==> src/rtl/cpu_pkg.sv <==
// Shared datapath definitions: IR field positions, auto-sequence states
// and the seq_field encodings seen by the control unit.
package cpu_pkg;

  // Register-field bit positions inside the instruction register
  localparam int RA_HI = 26;
  localparam int RA_LO = 23;
  localparam int RB_HI = 22;
  localparam int RB_LO = 19;
  localparam int RC_HI = 18;
  localparam int RC_LO = 15;

  // Auto-sequence walks Rb, Rc, Ra on consecutive cycles
  typedef enum logic [1:0] {
    IDLE  = 2'd0,
    SEL_B = 2'd1,
    SEL_C = 2'd2,
    SEL_A = 2'd3
  } seq_state_t;

  // Field currently driven by the sequence
  localparam logic [1:0] FIELD_NONE = 2'd0;
  localparam logic [1:0] FIELD_RB   = 2'd1;
  localparam logic [1:0] FIELD_RC   = 2'd2;
  localparam logic [1:0] FIELD_RA   = 2'd3;

endpackage

==> src/rtl/ir_field_mux.sv <==
// Combinational priority select of the Ra/Rb/Rc fields (gra > grb > grc)
// with detection of conflicting field requests.
module ir_field_mux
  import cpu_pkg::*;
#(
  parameter int DATA_W = 32,
  parameter int IDX_W  = 4
) (
  input  logic [DATA_W-1:0] ir,
  input  logic              gra,
  input  logic              grb,
  input  logic              grc,
  output logic [IDX_W-1:0]  idx,
  output logic              any_sel,
  output logic              sel_err
);

  // Priority field select; sel_err flags two or more requests at once
  always_comb begin
    idx = '0;
    if (gra)      idx = ir[RA_HI:RA_LO];
    else if (grb) idx = ir[RB_HI:RB_LO];
    else if (grc) idx = ir[RC_HI:RC_LO];
    any_sel = gra | grb | grc;
    sel_err = (gra & grb) | (gra & grc) | (grb & grc);
  end

endmodule

==> src/rtl/ir_select_encode.sv <==
// Instruction register, register-index encoder and Rb/Rc/Ra auto-sequence.
// Handshake: none; gra/grb/grc/rin/rout/ba_out are sampled every clock in
// IDLE and all outputs appear one clock later; seq_start is a one-cycle
// pulse accepted only in IDLE.
// Optional feature macro: BA_ZERO_EN (R0 under ba_out raises ba_zero and
// suppresses rout_en so the bus reads zero).
module ir_select_encode
  import cpu_pkg::*;
#(
  parameter int DATA_W = 32,
  parameter int IDX_W  = 4,
  parameter int C_W    = 19
) (
  input  logic              clock,
  input  logic              clear,
  input  logic [DATA_W-1:0] bus_in,
  input  logic              ir_in,
  input  logic              gra,
  input  logic              grb,
  input  logic              grc,
  input  logic              rin,
  input  logic              rout,
  input  logic              ba_out,
  input  logic              seq_start,
  output logic [IDX_W-1:0]  reg_idx,
  output logic              rin_en,
  output logic              rout_en,
  output logic              ba_zero,
  output logic [DATA_W-1:0] c_sext,
  output logic [DATA_W-1:0] ir_q,
  output logic              seq_busy,
  output logic [1:0]        seq_field,
  output logic              sel_err
);

  seq_state_t       state;
  logic [IDX_W-1:0] snap_ra;
  logic [IDX_W-1:0] snap_rc;
  logic [IDX_W-1:0] sel_idx;
  logic             any_sel;
  logic             mux_err;
  logic             man_rin;
  logic             man_rout;
  logic             man_bz;

  ir_field_mux #(
    .DATA_W (DATA_W),
    .IDX_W  (IDX_W)
  ) u_field_mux (
    .ir      (ir_q),
    .gra     (gra),
    .grb     (grb),
    .grc     (grc),
    .idx     (sel_idx),
    .any_sel (any_sel),
    .sel_err (mux_err)
  );

  // IR loads whenever ir_in is high, even mid-sequence (sequence uses snapshot)
  always_ff @(posedge clock or negedge clear) begin
    if (!clear) ir_q <= '0;
    else if (ir_in) ir_q <= bus_in;
  end

  // Constant field sign-extended onto the bus width
  assign c_sext = {{(DATA_W-C_W){ir_q[C_W-1]}}, ir_q[C_W-1:0]};

  // Manual-mode next values for the qualifiers
  always_comb begin
    man_bz = 1'b0;
`ifdef BA_ZERO_EN
    man_bz = ba_out & any_sel & (sel_idx == '0);
`endif
    man_rin  = rin & any_sel;
    man_rout = (rout | ba_out) & any_sel & ~man_bz;
  end

  // Sequence FSM and all registered decoder-side outputs
  always_ff @(posedge clock or negedge clear) begin
    if (!clear) begin
      state   <= IDLE;
      snap_ra <= '0;
      snap_rc <= '0;
      reg_idx <= '0;
      rin_en  <= 1'b0;
      rout_en <= 1'b0;
      ba_zero <= 1'b0;
      sel_err <= 1'b0;
    end else begin
      case (state)
        IDLE: begin
          if (seq_start) begin
            // Sequence wins over any same-cycle manual request
            state   <= SEL_B;
            snap_ra <= ir_q[RA_HI:RA_LO];
            snap_rc <= ir_q[RC_HI:RC_LO];
            reg_idx <= ir_q[RB_HI:RB_LO];
            rin_en  <= 1'b0;
            rout_en <= 1'b1;
            ba_zero <= 1'b0;
            sel_err <= 1'b0;
          end else begin
            if (any_sel) reg_idx <= sel_idx;
            rin_en  <= man_rin;
            rout_en <= man_rout;
            ba_zero <= man_bz;
            sel_err <= mux_err;
          end
        end
        SEL_B: begin
          state   <= SEL_C;
          reg_idx <= snap_rc;
          rin_en  <= 1'b0;
          rout_en <= 1'b1;
        end
        SEL_C: begin
          state   <= SEL_A;
          reg_idx <= snap_ra;
          rin_en  <= 1'b1;
          rout_en <= 1'b0;
        end
        SEL_A: begin
          state   <= IDLE;
          rin_en  <= 1'b0;
          rout_en <= 1'b0;
        end
        default: state <= IDLE;
      endcase
    end
  end

  // State exposure for the control unit and debug
  always_comb begin
    seq_busy = (state != IDLE);
    case (state)
      SEL_B:   seq_field = FIELD_RB;
      SEL_C:   seq_field = FIELD_RC;
      SEL_A:   seq_field = FIELD_RA;
      default: seq_field = FIELD_NONE;
    endcase
  end

endmodule

==> config.mk <==
export PLATFORM = sky130hd
export DESIGN_NAME = ir_select_encode
export DESIGN_NICKNAME = d
export VERILOG_FILES = /design/src/rtl/cpu_pkg.sv /design/src/rtl/ir_field_mux.sv /design/src/rtl/ir_select_encode.sv
export SDC_FILE = /design/constraint.sdc
export NUM_CORES = 1
export LEC_CHECK = 0
export CORE_ASPECT_RATIO = 1.4
export CORE_MARGIN = 2
export CORE_UTILIZATION = 37
export CTS_CLUSTER_DIAMETER = 200
export DETAILED_ROUTE_END_ITERATION = 12
export GPL_TIMING_DRIVEN = 0
export PLACE_DENSITY = 0.77
export SKIP_LAST_GASP = 1
export SYNTH_ARGS = -nofsm -noshare
export SYNTH_HDL_FRONTEND = slang
export SYNTH_SLANG_ARGS = --single-unit
==> constraint.sdc <==
create_clock -name clock -period 1.5 [get_ports clock]
set_input_delay 0.3 -clock clock [delete_from_list [all_inputs] [get_ports clock]]
set_output_delay 0.3 -clock clock [all_outputs]
set_load 0.1 [all_outputs]
# After elaboration in Yosys (flattened, before gate mapping)
# Cells that the tools add are included.
dict set report classes {
  eq_ne 5
  n_mux 14
  bitwise_logic 10
  reduce_logical 7
}
# op count
set ops {}
lappend ops {{2-to-1 mux 4 bit} 5}
lappend ops {{one-hot mux 4 bit (3 select lines)} 1}
lappend ops {{one-hot mux 2 bit (4 select lines)} 1}
lappend ops {{one-hot mux 1 bit (3 select lines)} 2}
lappend ops {{one-hot mux 2 bit (3 select lines)} 1}
lappend ops {{bitwise AND 1 bit} 5}
lappend ops {{bitwise OR 1 bit} 5}
lappend ops {{equality test 2 bit (second input constant)} 2}
lappend ops {{AND reduction 2 bit} 2}
lappend ops {{OR reduction 2 bit} 2}
lappend ops {{2-to-1 mux 1 bit} 3}
lappend ops {{!= test 3 bit (second input constant)} 1}
lappend ops {{nonzero test 3 bit} 1}
lappend ops {{equality test 2 x 1 -> 1 bit (second input constant)} 1}
lappend ops {{zero test 2 bit} 1}
lappend ops {{2-to-1 mux 2 bit} 1}
lappend ops {{!= test 2 bit (second input constant)} 1}
lappend ops {{nonzero test 2 bit} 1}
dict set report word_totals {
  reg_bits 49
  inputBits 42
  output_inout_bits 75
  word_cells 44
}

# Logic depth before layout (Yosys ltp)
# Gate-level depths: netlist (run 1).
dict set report depth {
  word_depth 6
  ltp_mapped 6
  ltp_nobuf 6
}

# Hierarchy
# From an unflattened synthesis (run 1), not the netlist that was laid out.
dict set report hier_totals {
  hier_cells 198
  area_unflattened_um2 2522.4
}
# module instances cells_per_inst area_each_um2 seq_area_each_um2
set modules_own_cells {}
lappend modules_own_cells {ir_select_encode 1 178 2383.5 1226.2}
lappend modules_own_cells {ir_field_mux 1 20 138.9 0.0}

# Least setup slack after synthesis (run 1)
# No wires, ideal clock.
dict set report synth_timing {
  path_kind {register to output}
  from {reg state[0]}
  to {out seq_field[1]}
  t_arrival_ns 2.060
  required_ns 1.200
  slack_ns -0.860
  stages_incl_launch_ff 5
  n_path_buf 0
  cell_sequence {dfrtp_1 -> inv_1 -> ha_1 -> nor2_1 -> nor2_1}
}
dict set report synth_via {
  elab_chain_cells 2
  elab_cells_between_ends 4
  cone_classes {eq/ne (3); mux (1)}
}
# element line
set synth_lines {}
lappend synth_lines {{from (decl)} ir_select_encode.sv:36} ;# seq_state_t state;
lappend synth_lines {{from (signal assigned)} ir_select_encode.sv:81} ;# state <= IDLE;
lappend synth_lines {{from (signal assigned)} ir_select_encode.sv:94} ;# state <= SEL_B;
lappend synth_lines {{from (signal assigned)} ir_select_encode.sv:111} ;# state <= SEL_C;
lappend synth_lines {{equality test 2 bit or equality test 2 x 1 -> 1 bit (tied branches)} ir_select_encode.sv:135} ;# case (state)
lappend synth_lines {{one-hot mux 2 bit (3 select lines) (*)} ir_select_encode.sv:135}
lappend synth_lines {{to (decl)} ir_select_encode.sv:32} ;# output logic [1:0] seq_field,
# Mark *: on every way between the ends. The rest lies on a longest branch, timed or not.

# Worst setup path after layout (run 1)
# Ends and elaborated chain as after synthesis.

==> flow_summary.json, run 1 <==
{
  "r2r-start": "state[0]",
  "r2r_slack_ns": 0.09,
  "synth-adder-area-share_pct": 3.04,
  "slew_headroom_pct": 64.2,
  "r2r_end": "state[1]",
  "synth_compound_area_share_pct": 6.35,
  "grt_max_degree": 33,
  "layoutNonFillerInstCount": 403,
  "dr_total_vias": 1904,
  "r2r_cells": 4,
  "tns_ns": -0.448,
  "ys_types": 24,
  "yosys.area_share.simple_pct": 6.98,
  "synthXorXnorAreaFrac_pct": 0,
  "vdd_drop_max_mv": 1.38,
  "violations": "negative setup slack",
  "clkTransAtPathRegs_ns": 0.08,
  "nNetsFinal": 377,
  "syn_inst": 196,
  "hold_viol_final": 0,
  "insertion_delay_ns": 0.30,
  "period_minus_slack_ns": 1.67,
  "fin_crit_sh_pct": 111,
  "die_y_um": 99.0,
  "min_path_cells": 3,
  "top_usage_layer": "met2",
  "wl_per_cell_um": 14.4,
  "grtUsageTotal_pct": 16.6,
  "grt_pass1_vias": 1961,
  "synth.area.mux_share_pct": 19.4,
  "p_leak_uw": 0.00175,
  "detail-route-antenna-nets": 0,
  "min_from": "seq_start",
  "fin_area_sq_um": 3880,
  "numPortBuffers": 113,
  "overflow": 0,
  "ys_seq_area_share_pct": 51.4,
  "max_clock_freq_mhz": 600,
  "fill_cells": 522,
  "tightest_slew_ns": 0.540,
  "crit_path_start_kind": "flop",
  "antenna_found_initial": 0,
  "cts_sinks": 49,
  "cts_buffers": 5,
  "skew_ns": 0.00518,
  "report.final.setup_viol": 3,
  "drc_errors": 0,
  "cts_tree": "built",
  "synth_top_family_by_area": "multiplexers",
  "use_met3_pct": 3.68,
  "dp.cells": 382,
  "netlist_area_sq_um": 2380,
  "maxCapViolCount": 0,
  "core_sq_um": 6210,
  "synth-seq-cells": 49,
  "grtUsageMet1_pct": 19.1,
  "dpl_cell_area_sq_um": 3680,
  "drive_above_1_share_pct": 64.7,
  "power-per-cell-area_nw_per_um2": 2040,
  "die_w_um": 71.9,
  "dp_hpwl_um": 4320,
  "whs_ns": 0.394,
  "place_ws_ns": -1.00,
  "rsz0062_at_grt": "yes",
  "min_path_type": "input port to flop",
  "antennaDiodeCount": 0,
  "critical_path_peak_fanout": 3,
  "start_util_pct": 38.4,
  "vias_per_cell": 4.72,
  "synth_warnings": 0,
  "crit_path_end_kind": "output pin",
  "area_growth_pct": 62.7,
  "clockRootBuffer": "clkbuf_8",
  "required_ns": 1.20,
  "maxSlewViolCount": 0,
  "clockBufferDepth": 2,
  "grt_pass1_wl_um": 9400,
  "ioPinCount": 117,
  "use_met2_pct": 29.9,
  "hold_path_end": "rout_en",
  "drt_iter0_markers": 86,
  "cp.arrival_ns": 1.37,
  "syn_area_per_cell_sq_um": 12.2,
  "drt-total-wl_um": 5800,
  "dr.pass1.iters": 4,
  "critPathKind": "flop to output pin",
  "finalWorstSetupSlack_ns": -0.167,
  "htree_levels": 2,
  "outcome": "finished with violations",
  "rows": 34,
  "syn_nets": 243,
  "dieArea_sq_um": 7110,
  "routabilityCongestion": 0.801
}
## per-stage QoR
step	power, uW	utilization (%)
floorplan	5430	-
finish	7930	62.5
global route	8280	62.5
global placement	6390	59.1
detailed placement	6470	59.3
CTS	7740	60.4
## cell type report
class	instances	area, sq um	area share, %
Timing Repair Buffer	128	1140	29.5
Inverter	4	21.3	0.548
Clock buffer	7	86.3	2.23
Sequential cell	49	1260	32.4
Clock inverter	1	30.0	0.774
Buffer	39	283	7.29
Multi-Input combinational cell	103	968	25.0
Tap cell	72	90.1	2.32
## cells in the mapped netlist
cell type,count,area [sq um]
a211oi_1,4,30.0
a21o_2,1,8.76
a21oi_1,10,50.1
a22o_1,1,8.76
buf_2,5,25.0
buf_4,33,248
buf_6,1,11.3
clkbuf_1,1,3.75
conb_1,1,3.75
dfrtp_1,49,1230
ha_1,5,62.6
inv_1,4,15.0
maj3_1,1,10.0
mux2_1,2,22.5
mux2_2,39,439
nand2_1,18,67.6
nand4bb_1,4,45.0
nor2_1,8,30.0
nor2b_2,1,8.76
nor3_1,1,5.00
nor3_2,1,10.0
o2bb2ai_1,1,8.76
o2bb2ai_2,1,15.0
o31ai_1,4,30.0
## sequential cells by signal, indices dropped and copies added (netlist names)
signal,count
ir_q,32
reg_idx,4
rin_en,1
rout_en,1
sel_err,1
snap_ra,4
snap_rc,4
state,2
## worst max-delay path by stage
stage	endpoint	slack [ns]	start	cells past startpoint
6_report	seq_field[1]	-0.17	state[0]	5
5_1_grt	seq_field[1]	-0.21	state[0]	5
4_1_cts	seq_field[1]	-0.22	state[0]	5
3_5_place_dp	seq_field[1]	-1.00	state[0]	5
3_3_place_gp	ir_q[10]	-1.50	clear	1
2_1_floorplan	seq_field[1]	-0.10	state[0]	4
## logic make-up (layout without fill, tap and decap cells)
kind of cell               count (synthesis)  count (layout)
AOI/OAI and AO/OA                         22              22
adders and majority gates                  6               6
buffers and inverters                     44             179
DFF                                       49              49
muxes                                     41              41
other                                      1               1
and+or+nand+nor                           33              33
## layer usage
layer / vias up / wire length (um)
li1: 908 / -
met1: 921 / 2140
met2: 66 / 3190
met3: 9 / 347
met4: 0 / 119
met5: - / 0
## cell usage in the layout (no fill, tap or decap), drive strengths merged, types with 2 or more instances in the layout
master and count:
clkbuf 15, nand2 18, buf 118, mux2 41, ha 5, nor3 2
dfrtp 49, nand4bb 4, a21oi 10, inv 3, nor2 8, o2bb2ai 2
clkdlybuf4s50 38, a211oi 4, o31ai 4
## power by group
group          internal [uW]  switching, uW  total, uW
clock                    544            428        972
combinational           1640           3460       5100
sequential              1660            199       1860
## critical path, cell delays in order, from the launching register on
cell and delay [ns]:
dfrtp_2 0.45, buf_6 0.13, ha_4 0.17, nor2_4 0.12, nor2_4 0.04, buf_12 0.16
## what timing repair did
action	in CTS	in global routing
hold buffers	1	0
endpoints found under the setup margin	74	39
setup buffers	9	4
pin swaps	4	4
gates resized for setup	430	31
endpoints found under the hold margin	17	0
Power figures use the tool's default switching activity.
==> inputs of run 2 (changes only) <==
--- a/config.mk
+++ b/config.mk
@@ -5,6 +5,7 @@
 export SDC_FILE = /design/constraint.sdc
 export NUM_CORES = 1
 export LEC_CHECK = 0
+export CAP_MARGIN = 20
 export CORE_ASPECT_RATIO = 1.4
 export CORE_MARGIN = 2
 export CORE_UTILIZATION = 37
==> constraint.sdc (replaced) <==
create_clock -name clock -period 1.5 [get_ports clock]
set_input_delay 0.3 -clock clock [delete_from_list [all_inputs] [get_ports clock]]
set_output_delay 0.3 -clock clock [all_outputs]
set_load 0.02 [all_outputs]
==> run 2 against run 1 <==
Net effect: cell count decreased by 0.50%; sequential share of layout area increased by 0.54 points; sequential power about the same; the run still ends with negative setup slack left; critical path type unchanged; largest power group unchanged; global-route usage decreased by 0.12 points.
==> flow_summary.json, run 2 (same netlist as run 1, synthesis figures left out) <==
{
  "dp.cells": 382,
  "violations": "negative setup slack",
  "clockBufferDepth": 2,
  "layout_commonest_cell": "dlygate4sd2_1",
  "maxCapViolCount": 0,
  "largest_register_ffs": 32,
  "detail-route-antenna-nets": 0,
  "rows": 34,
  "final_util_pct": 60.1,
  "layoutNonFillerInstCount": 401,
  "die_w_um": 71.9,
  "skew_ns": 0.00860,
  "cp.arrival_ns": 1.28,
  "cpPeakStageDelay_ns": 0.41,
  "dieArea_sq_um": 7110,
  "p_leak_uw": 0.00175,
  "vias_per_cell": 4.65,
  "clkTransAtPathRegs_ns": 0.09,
  "largest_register": "ir_q",
  "nNetsFinal": 375,
  "crit_path_end_kind": "output pin",
  "overflow": 0,
  "start_util_pct": 38.4,
  "numPortBuffers": 113,
  "grt_pass1_vias": 1917,
  "dp_hpwl_um": 4270,
  "dr_total_vias": 1866,
  "crit_chain": "inv_2 -> ha_2 -> nor2_1 -> buf_4",
  "grt_max_degree": 35,
  "required_ns": 1.20,
  "drc_errors": 0,
  "cts_buffers": 5,
  "core_sq_um": 6210,
  "tns_ns": -0.223,
  "drive_above_1_share_pct": 40.1,
  "clockRootBuffer": "clkbuf_8",
  "grt_pass1_wl_um": 9260,
  "routabilityCongestion": 0.803,
  "wl_per_cell_um": 14.3,
  "period_minus_slack_ns": 1.58,
  "final_cell_mix": "dlygate4sd2_1 (54), dfrtp_1 (47), buf_4 (42), mux2_2 (39), clkdlybuf4s50_1 (38)",
  "area_growth_pct": 56.5,
  "drt-total-wl_um": 5750,
  "rsz0062_at_grt": "yes",
  "power-per-cell-area_nw_per_um2": 1410,
  "cts_tree": "built",
  "insertion_delay_ns": 0.30,
  "report.final.setup_viol": 3,
  "max_clock_freq_mhz": 631,
  "finalWorstSetupSlack_ns": -0.0846,
  "antenna_found_initial": 0,
  "slowest_stage": "dfrtp_1",
  "vdd_drop_max_mv": 0.702,
  "ioPinCount": 117,
  "critical_path_peak_fanout": 5,
  "drt_iter0_markers": 54,
  "hold_viol_final": 0,
  "critPathKind": "flop to output pin",
  "dr.pass1.iters": 4,
  "fin_crit_sh_pct": 106,
  "crit_path_start_kind": "flop",
  "maxSlewViolCount": 0,
  "outcome": "finished with violations",
  "antennaDiodeCount": 0,
  "die_y_um": 99.0,
  "htree_levels": 2,
  "grtUsageTotal_pct": 16.5,
  "cts_sinks": 49,
  "min_path_type": "input port to flop"
}
-- run 2: changes by cell type in the layout (fill, tap and decap cells not counted), moves of 3 or more --
cell	change
dlygate4sd2_1	+54
dfrtp_1	+22
dfrtp_2	-22
buf_2	-17
buf_4	-13
buf_6	-10
buf_12	-9
clkbuf_4	-7
nor2_4	-4
nor2_1	+3
-- run 2: path summary, 6_finish.rpt --
kind	start	to	cells past startpoint	slack, ns
max in group asynchronous	clear	ir_q[15]	3	0.52
min in group asynchronous	clear	ir_q[24]	2	0.45
hold reg to reg	reg_idx[2]	reg_idx[2]	2	0.49
hold / removal	ir_in	ir_q[25]	2	0.40
setup / recovery	state[0]	seq_field[0]	4	-0.08
setup reg to reg	state[0]	state[1]	4	0.07
-- run 2: power breakdown --
| part | switching, uW | internal, uW |
|---|---|---|
| registers | 181 | 1650 |
| clock network | 432 | 418 |
| logic | 1330 | 1240 |
-- run 2: metal layers --
| metal | vias up | GRT usage [%] | routed length (um) |
|---|---|---|---|
| met5 | - | 0 | 0 |
| met2 | 60 | 30.1 | 3160 |
| met4 | 0 | 4.64 | 61 |
| met1 | 898 | 18.2 | 2150 |
| li1 | 901 | - | - |
| met3 | 7 | 4.91 | 385 |
-- run 2: critical path, delay by kind of cell, from the launching register on --
kind                       cells  cell delay, ns
DFF                            1            0.41
buffers and inverters          2            0.28
adders and majority gates      1            0.24
and+or+nand+nor                1            0.06
-- run 2: layout make-up --
| type | count | area, sq um |
|---|---|---|
| fillers | 543 | 2480 |
| plain buffers | 39 | 283 |
| repair buffers | 126 | 1080 |
| multi-input cells | 103 | 931 |
| inverters | 4 | 15.0 |
| flip-flops and latches | 49 | 1230 |
| well taps | 72 | 90.1 |
| clock buffers | 7 | 96.3 |
| clock inverters | 1 | 5.00 |
-- run 2: what timing repair did --
| action | CTS | global route |
|---|---|---|
| hold buffers | 1 | 0 |
| gates resized for setup | 147 | 4 |
| setup buffers | 9 | 2 |
| setup endpoints to repair | 87 | 17 |
| endpoints found under the hold margin | 15 | 0 |
| pin swaps | 1 | 1 |
-- run 2: stage by stage --
| stage | total power (uW) | worst slack (ns) | hold WS (ns) | area [sq um] |
|---|---|---|---|---|
| floorplan | 3330 | 0.0738 | 0.00441 | 2380 |
| global placement | 4270 | -1.38 | 0.466 | 3610 |
| detailed placement | 4340 | -0.441 | 0.245 | 3620 |
| CTS | 5210 | -0.147 | 0.391 | 3720 |
| global route | 5590 | -0.166 | 0.414 | 3730 |
| finish | 5250 | -0.0846 | 0.395 | 3730 |
